**src/rtl/uart_rx_fifo.sv**
```systemverilog
// uart_rx_fifo
//   Buffered 8N1 UART receiver. The serial line is synchronised, oversampled
//   16x, start/stop bits are validated and each good byte is pushed into a
//   first-word-fall-through FIFO read with a level valid/rd_en handshake.
//   Framing and overrun errors are reported as sticky flags.
//
// Parameters
//   DIVISOR : clk cycles per oversample tick (baud = clk / (16*DIVISOR)), >= 2
//   DEPTH   : FIFO entries, power of two, 2..64
//
// Ports
//   clk       in  : system clock, rising edge
//   rst_n     in  : synchronous active-low reset
//   rx_in     in  : asynchronous serial line, idle high
//   rd_en     in  : pop request, honoured only while valid=1
//   dout      out : FIFO head byte, meaningful while valid=1
//   valid     out : FIFO non-empty
//   count     out : FIFO occupancy 0..DEPTH
//   frame_err out : sticky, a stop bit was sampled low
//   overrun   out : sticky, a good byte arrived while the FIFO was full
//   clr_err   in  : clears both sticky flags (a same-cycle set wins)
module uart_rx_fifo #(
  parameter int DIVISOR = 54,
  parameter int DEPTH   = 8
) (
  input  logic                   clk,
  input  logic                   rst_n,
  input  logic                   rx_in,
  input  logic                   rd_en,
  output logic [7:0]             dout,
  output logic                   valid,
  output logic [$clog2(DEPTH):0] count,
  output logic                   frame_err,
  output logic                   overrun,
  input  logic                   clr_err
);

  localparam int AW = $clog2(DEPTH);
  localparam int CW = $clog2(DIVISOR);
  localparam logic [CW-1:0] DIV_MAX  = CW'(DIVISOR - 1);
  localparam logic [AW:0]   FULL_CNT = (AW+1)'(DEPTH);

  typedef enum logic [2:0] {
    S_IDLE,
    S_START,
    S_DATA,
    S_STOP,
    S_BREAK
  } state_t;

  state_t        state, state_nxt;
  logic          rx_sync_p0, rx_sync_p1;
  logic          rxs;
  logic [CW-1:0] div_cnt;
  logic          tick;
  logic [3:0]    phase;
  logic [2:0]    bit_cnt;
  logic [7:0]    shreg;
  logic          start_det, shift_en, push, frame_set, phase_wrap;
  logic [7:0]    mem [DEPTH];
  logic [AW-1:0] wr_ptr, rd_ptr;
  logic          full, pop, push_ok, ovr_set;

  // Stage p0/p1: two-flop synchroniser, idles high so reset never looks like a start bit
  always_ff @(posedge clk) begin
    if (!rst_n) begin
      rx_sync_p0 <= 1'b1;
      rx_sync_p1 <= 1'b1;
    end else begin
      rx_sync_p0 <= rx_in;
      rx_sync_p1 <= rx_sync_p0;
    end
  end

  assign rxs  = rx_sync_p1;
  assign tick = (div_cnt == DIV_MAX);

  // The start bit is sampled after 8 ticks (mid-bit); every later bit after 16.
  assign phase_wrap = (state == S_START) ? (phase == 4'd7) : (phase == 4'd15);

  always_ff @(posedge clk) begin
    if (!rst_n) state <= S_IDLE;
    else        state <= state_nxt;
  end

  always_comb begin
    state_nxt = state;
    start_det = 1'b0;
    shift_en  = 1'b0;
    push      = 1'b0;
    frame_set = 1'b0;
    case (state)
      S_IDLE: begin
        if (!rxs) begin
          start_det = 1'b1;
          state_nxt = S_START;
        end
      end
      S_START: begin
        if (tick && phase_wrap) state_nxt = rxs ? S_IDLE : S_DATA;
      end
      S_DATA: begin
        if (tick && phase_wrap) begin
          shift_en = 1'b1;
          if (bit_cnt == 3'd7) state_nxt = S_STOP;
        end
      end
      S_STOP: begin
        // Leaving mid-stop-bit lets a back-to-back start edge be caught.
        if (tick && phase_wrap) begin
          if (rxs) begin
            push      = 1'b1;
            state_nxt = S_IDLE;
          end else begin
            frame_set = 1'b1;
            state_nxt = S_BREAK;
          end
        end
      end
      S_BREAK: begin
        if (rxs) state_nxt = S_IDLE;
      end
      default: state_nxt = S_IDLE;
    endcase
  end

  // Tick divider and bit-timing counters; the divider restarts on the start edge
  always_ff @(posedge clk) begin
    if (!rst_n) begin
      div_cnt <= '0;
      phase   <= '0;
      bit_cnt <= '0;
    end else begin
      if (start_det || tick) div_cnt <= '0;
      else                   div_cnt <= div_cnt + 1'b1;

      if (start_det)
        phase <= '0;
      else if (tick && (state == S_START || state == S_DATA || state == S_STOP))
        phase <= phase_wrap ? 4'd0 : phase + 4'd1;

      if (start_det)     bit_cnt <= '0;
      else if (shift_en) bit_cnt <= bit_cnt + 3'd1;
    end
  end

  // LSB arrives first, so shift right and insert at the top
  always_ff @(posedge clk) begin
    if (shift_en) shreg <= {rxs, shreg[7:1]};
  end

  assign full    = (count == FULL_CNT);
  assign valid   = (count != '0);
  assign pop     = rd_en && valid;
  assign push_ok = push && (!full || pop);
  assign ovr_set = push && full && !pop;

  always_ff @(posedge clk) begin
    if (!rst_n) begin
      wr_ptr <= '0;
      rd_ptr <= '0;
      count  <= '0;
    end else begin
      if (push_ok) wr_ptr <= wr_ptr + 1'b1;
      if (pop)     rd_ptr <= rd_ptr + 1'b1;
      if (push_ok && !pop)      count <= count + 1'b1;
      else if (!push_ok && pop) count <= count - 1'b1;
    end
  end

  always_ff @(posedge clk) begin
    if (push_ok) mem[wr_ptr] <= shreg;
  end

  assign dout = mem[rd_ptr];

  always_ff @(posedge clk) begin
    if (!rst_n) begin
      frame_err <= 1'b0;
      overrun   <= 1'b0;
    end else begin
      if (frame_set)    frame_err <= 1'b1;
      else if (clr_err) frame_err <= 1'b0;
      if (ovr_set)      overrun   <= 1'b1;
      else if (clr_err) overrun   <= 1'b0;
    end
  end

endmodule

```
**config.mk**
```make
export PLATFORM = sky130hd
export DESIGN_NAME = uart_rx_fifo
export DESIGN_NICKNAME = d
export VERILOG_FILES = /design/src/rtl/uart_rx_fifo.sv
export SDC_FILE = /design/constraint.sdc
export NUM_CORES = 1
export LEC_CHECK = 0
export BUFFER_PORTS_ARGS = -buffer_cell sky130_fd_sc_hd__buf_4
export CORE_UTILIZATION = 60
export DETAILED_ROUTE_END_ITERATION = 8
export GPL_TIMING_DRIVEN = 0
export PLACE_DENSITY = 0.78
export SLEW_MARGIN = 20
export SYNTH_ARGS = -nofsm -noshare
export SYNTH_HDL_FRONTEND = slang
export SYNTH_SLANG_ARGS = --single-unit
```
**constraint.sdc**
```tcl
create_clock -name clk -period 3.4 [get_ports clk]
set_clock_uncertainty 0.05 [all_clocks]
set_input_delay 0.68 -clock clk [delete_from_list [all_inputs] [get_ports clk]]
set_output_delay 0.68 -clock clk [all_outputs]
set_load 0.02 [all_outputs]
```
# ---- After elaboration in Yosys (flattened, before gate mapping)
# Memory sizes are Yosys's and may differ from the RTL's. A register that Yosys moved wholly into a read port is not among the register bits.
# Cells that the tools add are included.
dict set report totals {
  reg_bits 38
  ram_bits 64
  inputBits 5
  wordCells 88
  n_memories 1
}
dict set report classes {
  addsub 7
  n_eq_ne 15
  muxes 29
  bitwise_logic 1
  n_reduce_logical 23
}
# name depth width read_ports rd_clocked_by_memory_dff write_ports line
set memory_table {}
lappend memory_table {mem 8 8 1 1 1 60} ;# logic [7:0] mem [DEPTH];
# op n
set op_table {}
lappend op_table {{two-way mux 3 bit} 9}
lappend op_table {{two-way mux 1 bit} 15}
lappend op_table {{case mux 3 bit (5 select lines)} 1}
lappend op_table {{two-way mux 4 bit} 3}
lappend op_table {{!= test 2 bit, second input constant} 6}
lappend op_table {{adder 3 x 1 -> 3 bit, second input constant} 3}
lappend op_table {{adder 4 x 1 -> 4 bit, second input constant} 2}
lappend op_table {{equality test 4 bit, second input constant} 2}
lappend op_table {{logical AND 1 bit} 8}
lappend op_table {{adder 6 x 1 -> 6 bit, second input constant} 1}
lappend op_table {{equality test 3 x 2 -> 1 bit, second input constant} 2}
lappend op_table {{equality test 3 bit, second input constant} 2}
lappend op_table {{equality test 6 bit, second input constant} 1}
lappend op_table {{AND reduction 6 bit} 1}
lappend op_table {{nonzero test 2 bit} 3}
lappend op_table {{equality test 4 x 3 -> 1 bit, second input constant} 1}
lappend op_table {{logical OR 1 bit} 4}
lappend op_table {{nonzero test 4 bit} 1}
lappend op_table {{OR reduction 2 bit} 2}
lappend op_table {{subtractor 4 x 1 -> 4 bit, second input constant} 1}
lappend op_table {{equality test 3 x 1 -> 1 bit, second input constant} 1}
lappend op_table {{logical NOT 1 bit} 3}
lappend op_table {{logical NOT 3 bit} 1}
lappend op_table {{two-way mux 2 bit} 1}
lappend op_table {{inverter 1 bit} 1}

# ---- Longest topological paths before layout
dict set report depth {
  word_depth 10
  depth_mapped 14
}

# ---- Worst setup path before layout
# No wires, ideal clock.
dict set report synth_timing {
  path_kind {reg-to-reg}
  startpoint {register div_cnt[1]}
  endpoint {register count[3]}
  setup_ps 72
  arrival_ps 2550
  slack_ps 729
  stages_incl_launch_ff 15
  path_buffers 1
  period_less_slack_ps 2671
  path_cell_list {dfxtp_1 -> inv_1 -> ha_1 -> and4b_1 -> buf_2 -> and4_1 -> nand2_1 -> inv_1 -> ha_1 -> inv_1 -> ha_1 -> a21o_1 -> a21oi_1 -> mux2i_1 -> mux2i_1}
}
dict set report synth_between {
  elab_chain_len 8
  word_cells_on_any_way 10
}
# element line
set synth_lines {}
lappend synth_lines {{from (decl)} 54} ;# logic [CW-1:0] div_cnt;
lappend synth_lines {{from (signal assigned)} 135} ;# else div_cnt <= div_cnt + 1'b1;
lappend synth_lines {{equality test 6 bit *} 76} ;# assign tick = (div_cnt == DIV_MAX);
lappend synth_lines {{logical AND 1 bit *} 110} ;# if (tick && phase_wrap) begin
lappend synth_lines {{two-way mux 1 bit *} 110}
lappend synth_lines {{two-way mux 1 bit *} 92} ;# case (state)
lappend synth_lines {{logical AND 1 bit *} 155} ;# assign push_ok = push && (!full || pop);
lappend synth_lines {{named net push_ok} 62} ;# logic full, pop, push_ok, ovr_set;
lappend synth_lines {{logical NOT 1 bit} 167} ;# else if (!push_ok && pop) count <= count - 1'b1;
lappend synth_lines {{logical AND 1 bit} 167}
lappend synth_lines {{nonzero test 2 bit (no line)} --}
lappend synth_lines {{to (signal assigned)} 166} ;# if (push_ok && !pop) count <= count + 1'b1;
lappend synth_lines {{to (signal assigned)} 167}
lappend synth_lines {{to (decl)} 32} ;# output logic [$clog2(DEPTH):0] count,
# Mark *: on every way through the listed nets, which the timed path passes. The rest lies on a longest branch.
# A chain may end at the register's enable or synchronous reset.

==> impl_results.md <==
* First-pass GRT wire length at 11780 um
* Cts hold-fix bufs at 0
* Max cap viols at 0
* Flops & latches, synth at between 100 and 150
* Critical path launch point type: flop
* Setup Viol. Count Final at 0
* Status: completed
* M3 GR Usage at roughly 4.8%
* DRC errors left at 0
* Final Max Slew Viols at 0
* CTS resizes at 0
* Leakage at between 1.5 and 2 nW
* Number of enable flip-flop cells after synthesis at ~70
* Area leader, netlist: edfxtp_1
* Clk sink count at ~110
* Crit-path max FO at 10
* Final WS setup at between 0.15 and 0.2 ns
* Post-synth net total at ~300
* Sequential area share after synthesis at 65.01%
* Post-synthesis cell area at about 0.0043 sq mm
* GRT Total Usage at 21.57%
* Complex-gate fraction of the synthesized area at under 10%
* CORE AREA at slightly below 0.007 sq mm
* Synth async-reset ratio at 0%
* Die Width at ~87 um
* Worst ir drop on vdd at about 0.00028 V
* Synth unique cells at 47
* Number of DRC markers in iteration 0 at 139
* Setup Fix Bufs, Post-CTS at 0
* Vias post-DR at 2389
* Unrepaired setup endpoints after global routing: false
* TritonCTS Buffers at 9
* Port-buffer cells at 18
* Post-Syn Area per Cell at around 15 sq um
* DP Area at about 0.0046 sq mm
* Ant diodes at 0
* Final Net Count at 339
* Layout cell share with drive strength beyond 1 at 23.78%
* Multiplexer share of the synthesized area at roughly an eighth
* Die footprint at ~0.0076 sq mm
* Vias in the first global route at 2284
* Synth Area in XOR/XNOR at 2.219%
* Cell with the most instances after synthesis: edfxtp_1
* Max Freq at just over 0.3 GHz
* Worst setup EP type: output port
* Vias per cell at 5.634
* Rel. slew slack at approximately a third
* Fin crit share at between 90% and 100%
* Synthesized instance count at between 200 and 300
* Pwr per Cell Area at around 470 mW/mm^2
* FF-to-FF path depth at 13
* Hold slack at roughly 0.36 ns
* CTS tree: yes
* WL final at ~7300 um
* Worst-Skew Late Latency at roughly 0.36 ns
* Synth top area cells: edfxtp_1 50%, dfxtp_1 15%, mux4_2 8.3%, ha_1 2.9%, nor2_1 2.3%
* Worst Setup EP: dout[7]
* Setup slack at placement at around 0.34 ns
* Post-synth top cells: 72 x edfxtp_1, 33 x dfxtp_1, 27 x nor2_1
* Setup TNS at 0 ns
* M1 GR Usage at roughly 29%
* Num rows at 30
* H-tree Lvls at 3
* ANT nets after route at 0
* Tmin final at roughly 3.2 ns
* Finished Cell Area at about 0.005 sq mm
* Worst min path class: flop to flop
* DRT Pass-1 Iters at 4
* Reg-to-reg slack, setup at 0.34 ns
* Critical path class: flop to output port
* Data required, critical path at approximately 2.7 ns
* Initial antenna violation count at 0
* Deepest clock path buffer count at 2
* Top FF cell, synth: edfxtp_1
* Detailed Place HPWL at 4871 um
* Height of the die at approximately 87 um
* Synthesis-to-layout area growth at 12.19%
* R2R Path End: count[3]
* Final global-route overflow total at 0
* CTS root buffer: clkbuf_8
* Clk pin slew, worst setup/hold paths at approximately 0.1 ns
* R2r startpoint: div_cnt[0]
* IO Pins at 20
* Initial Util at between 60 and 70%
* Post-Synth Simple-Gate Area at between 10% and 20%
* GR Util met2 at 35.00%
* Top-area cell type share of the netlist area at 49.80%
* Final hold violation count at 0
* PnR Total Power at roughly 2.3 mW
* Synth Area in Adders at between 3 and 4%
* Slew at the pin closest to its max-slew limit at between 1 and 1.5 ns
* Pin count of the biggest net entering global routing at 19
* Largest family of logic cells by synthesized area: multiplexers
* GP Congestion at between 0.7 and 0.8
* Data arrival time of the critical path at between 2 and 3 ns
* Fillcell total at just under 500
* Layer carrying the most global-route usage: met2
* Synth warnings at 0
* Routed len/inst at between 15 and 20 um
## worst min-delay path by stage
stage          slack, ns         end  cells after the start        from
2_1_floorplan       0.34  rx_sync_p1                      1  rx_sync_p0
3_3_place_gp        0.34  rx_sync_p1                      1  rx_sync_p0
3_5_place_dp        0.35  rx_sync_p1                      1  rx_sync_p0
4_1_cts             0.37  rx_sync_p1                      1  rx_sync_p0
5_1_grt             0.39  rx_sync_p1                      1  rx_sync_p0
6_report            0.36  rx_sync_p1                      1  rx_sync_p0
## final cells by class
type                    count  area, sq um  area share [%]
clock inverters             7        101.3           2.081
multi-input cells         166         1461           30.00
clock buffers               9        123.9           2.543
flip-flops and latches    105         2823           57.95
repair buffers             21        157.7           3.237
well taps                  96        120.1           2.466
inverters                   6        22.52          0.4624
plain buffers              14        61.31           1.259
## per-stage QoR
stage               instances  utilization, %
global placement          405           66.56
CTS                       424           70.53
finish                    424           70.53
floorplan                 291               -
global route              424           70.53
detailed placement        408           67.26
## critical path, cell delays in order (launching register included)
cell,delay (ns)
dfxtp_1,0.32
clkbuf_1,0.40
clkbuf_1,0.57
mux4_2,0.41
mux2_2,0.29
buf_4,0.16
## sequential cells by signal (all words and copies together) (netlist names), named ones only
name        cells
state           3
frame_err       1
mem            64
overrun         1
rd_ptr          3
rx_sync_p0      1
rx_sync_p1      1
phase           4
div_cnt         6
count           4
bit_cnt         3
shreg           8
wr_ptr          3
## cells in the final DEF (no fill, tap or decap), types with 7 or more instances in the layout
master	count
edfxtp_1	72
dfxtp_1	33
nor2_1	27
buf_4	21
mux4_2	16
nand2_1	10
a21oi_1	10
ha_1	10
nand3_1	9
clkbuf_8	9
mux2_2	8
mux2i_1	8
buf_2	7
nand2b_1	7
## kinds of logic after synthesis
kind of cell,after synthesis
AO/OA/AOI/OAI,28
XOR/XNOR,11
adder cells (fa/ha/maj),11
buffers and inverters,20
flip-flops,105
multiplexers,32
AND/OR/NAND/NOR,84
## power by group
part	total [mW]	switching (mW)	internal, mW
sequential	1.36	0.00783	1.36
combinational	0.0880	0.0513	0.0367
clock	0.845	0.422	0.423
total	2.30	0.482	1.81
## layer usage
metal  vias to the layer above  routed length [um]
li1                       1166                   -
met1                      1168                3258
met2                        47                3698
met3                         8                 292
met4                         0                  61
met5                         -                   0
(Power assumes the default switching activity.)
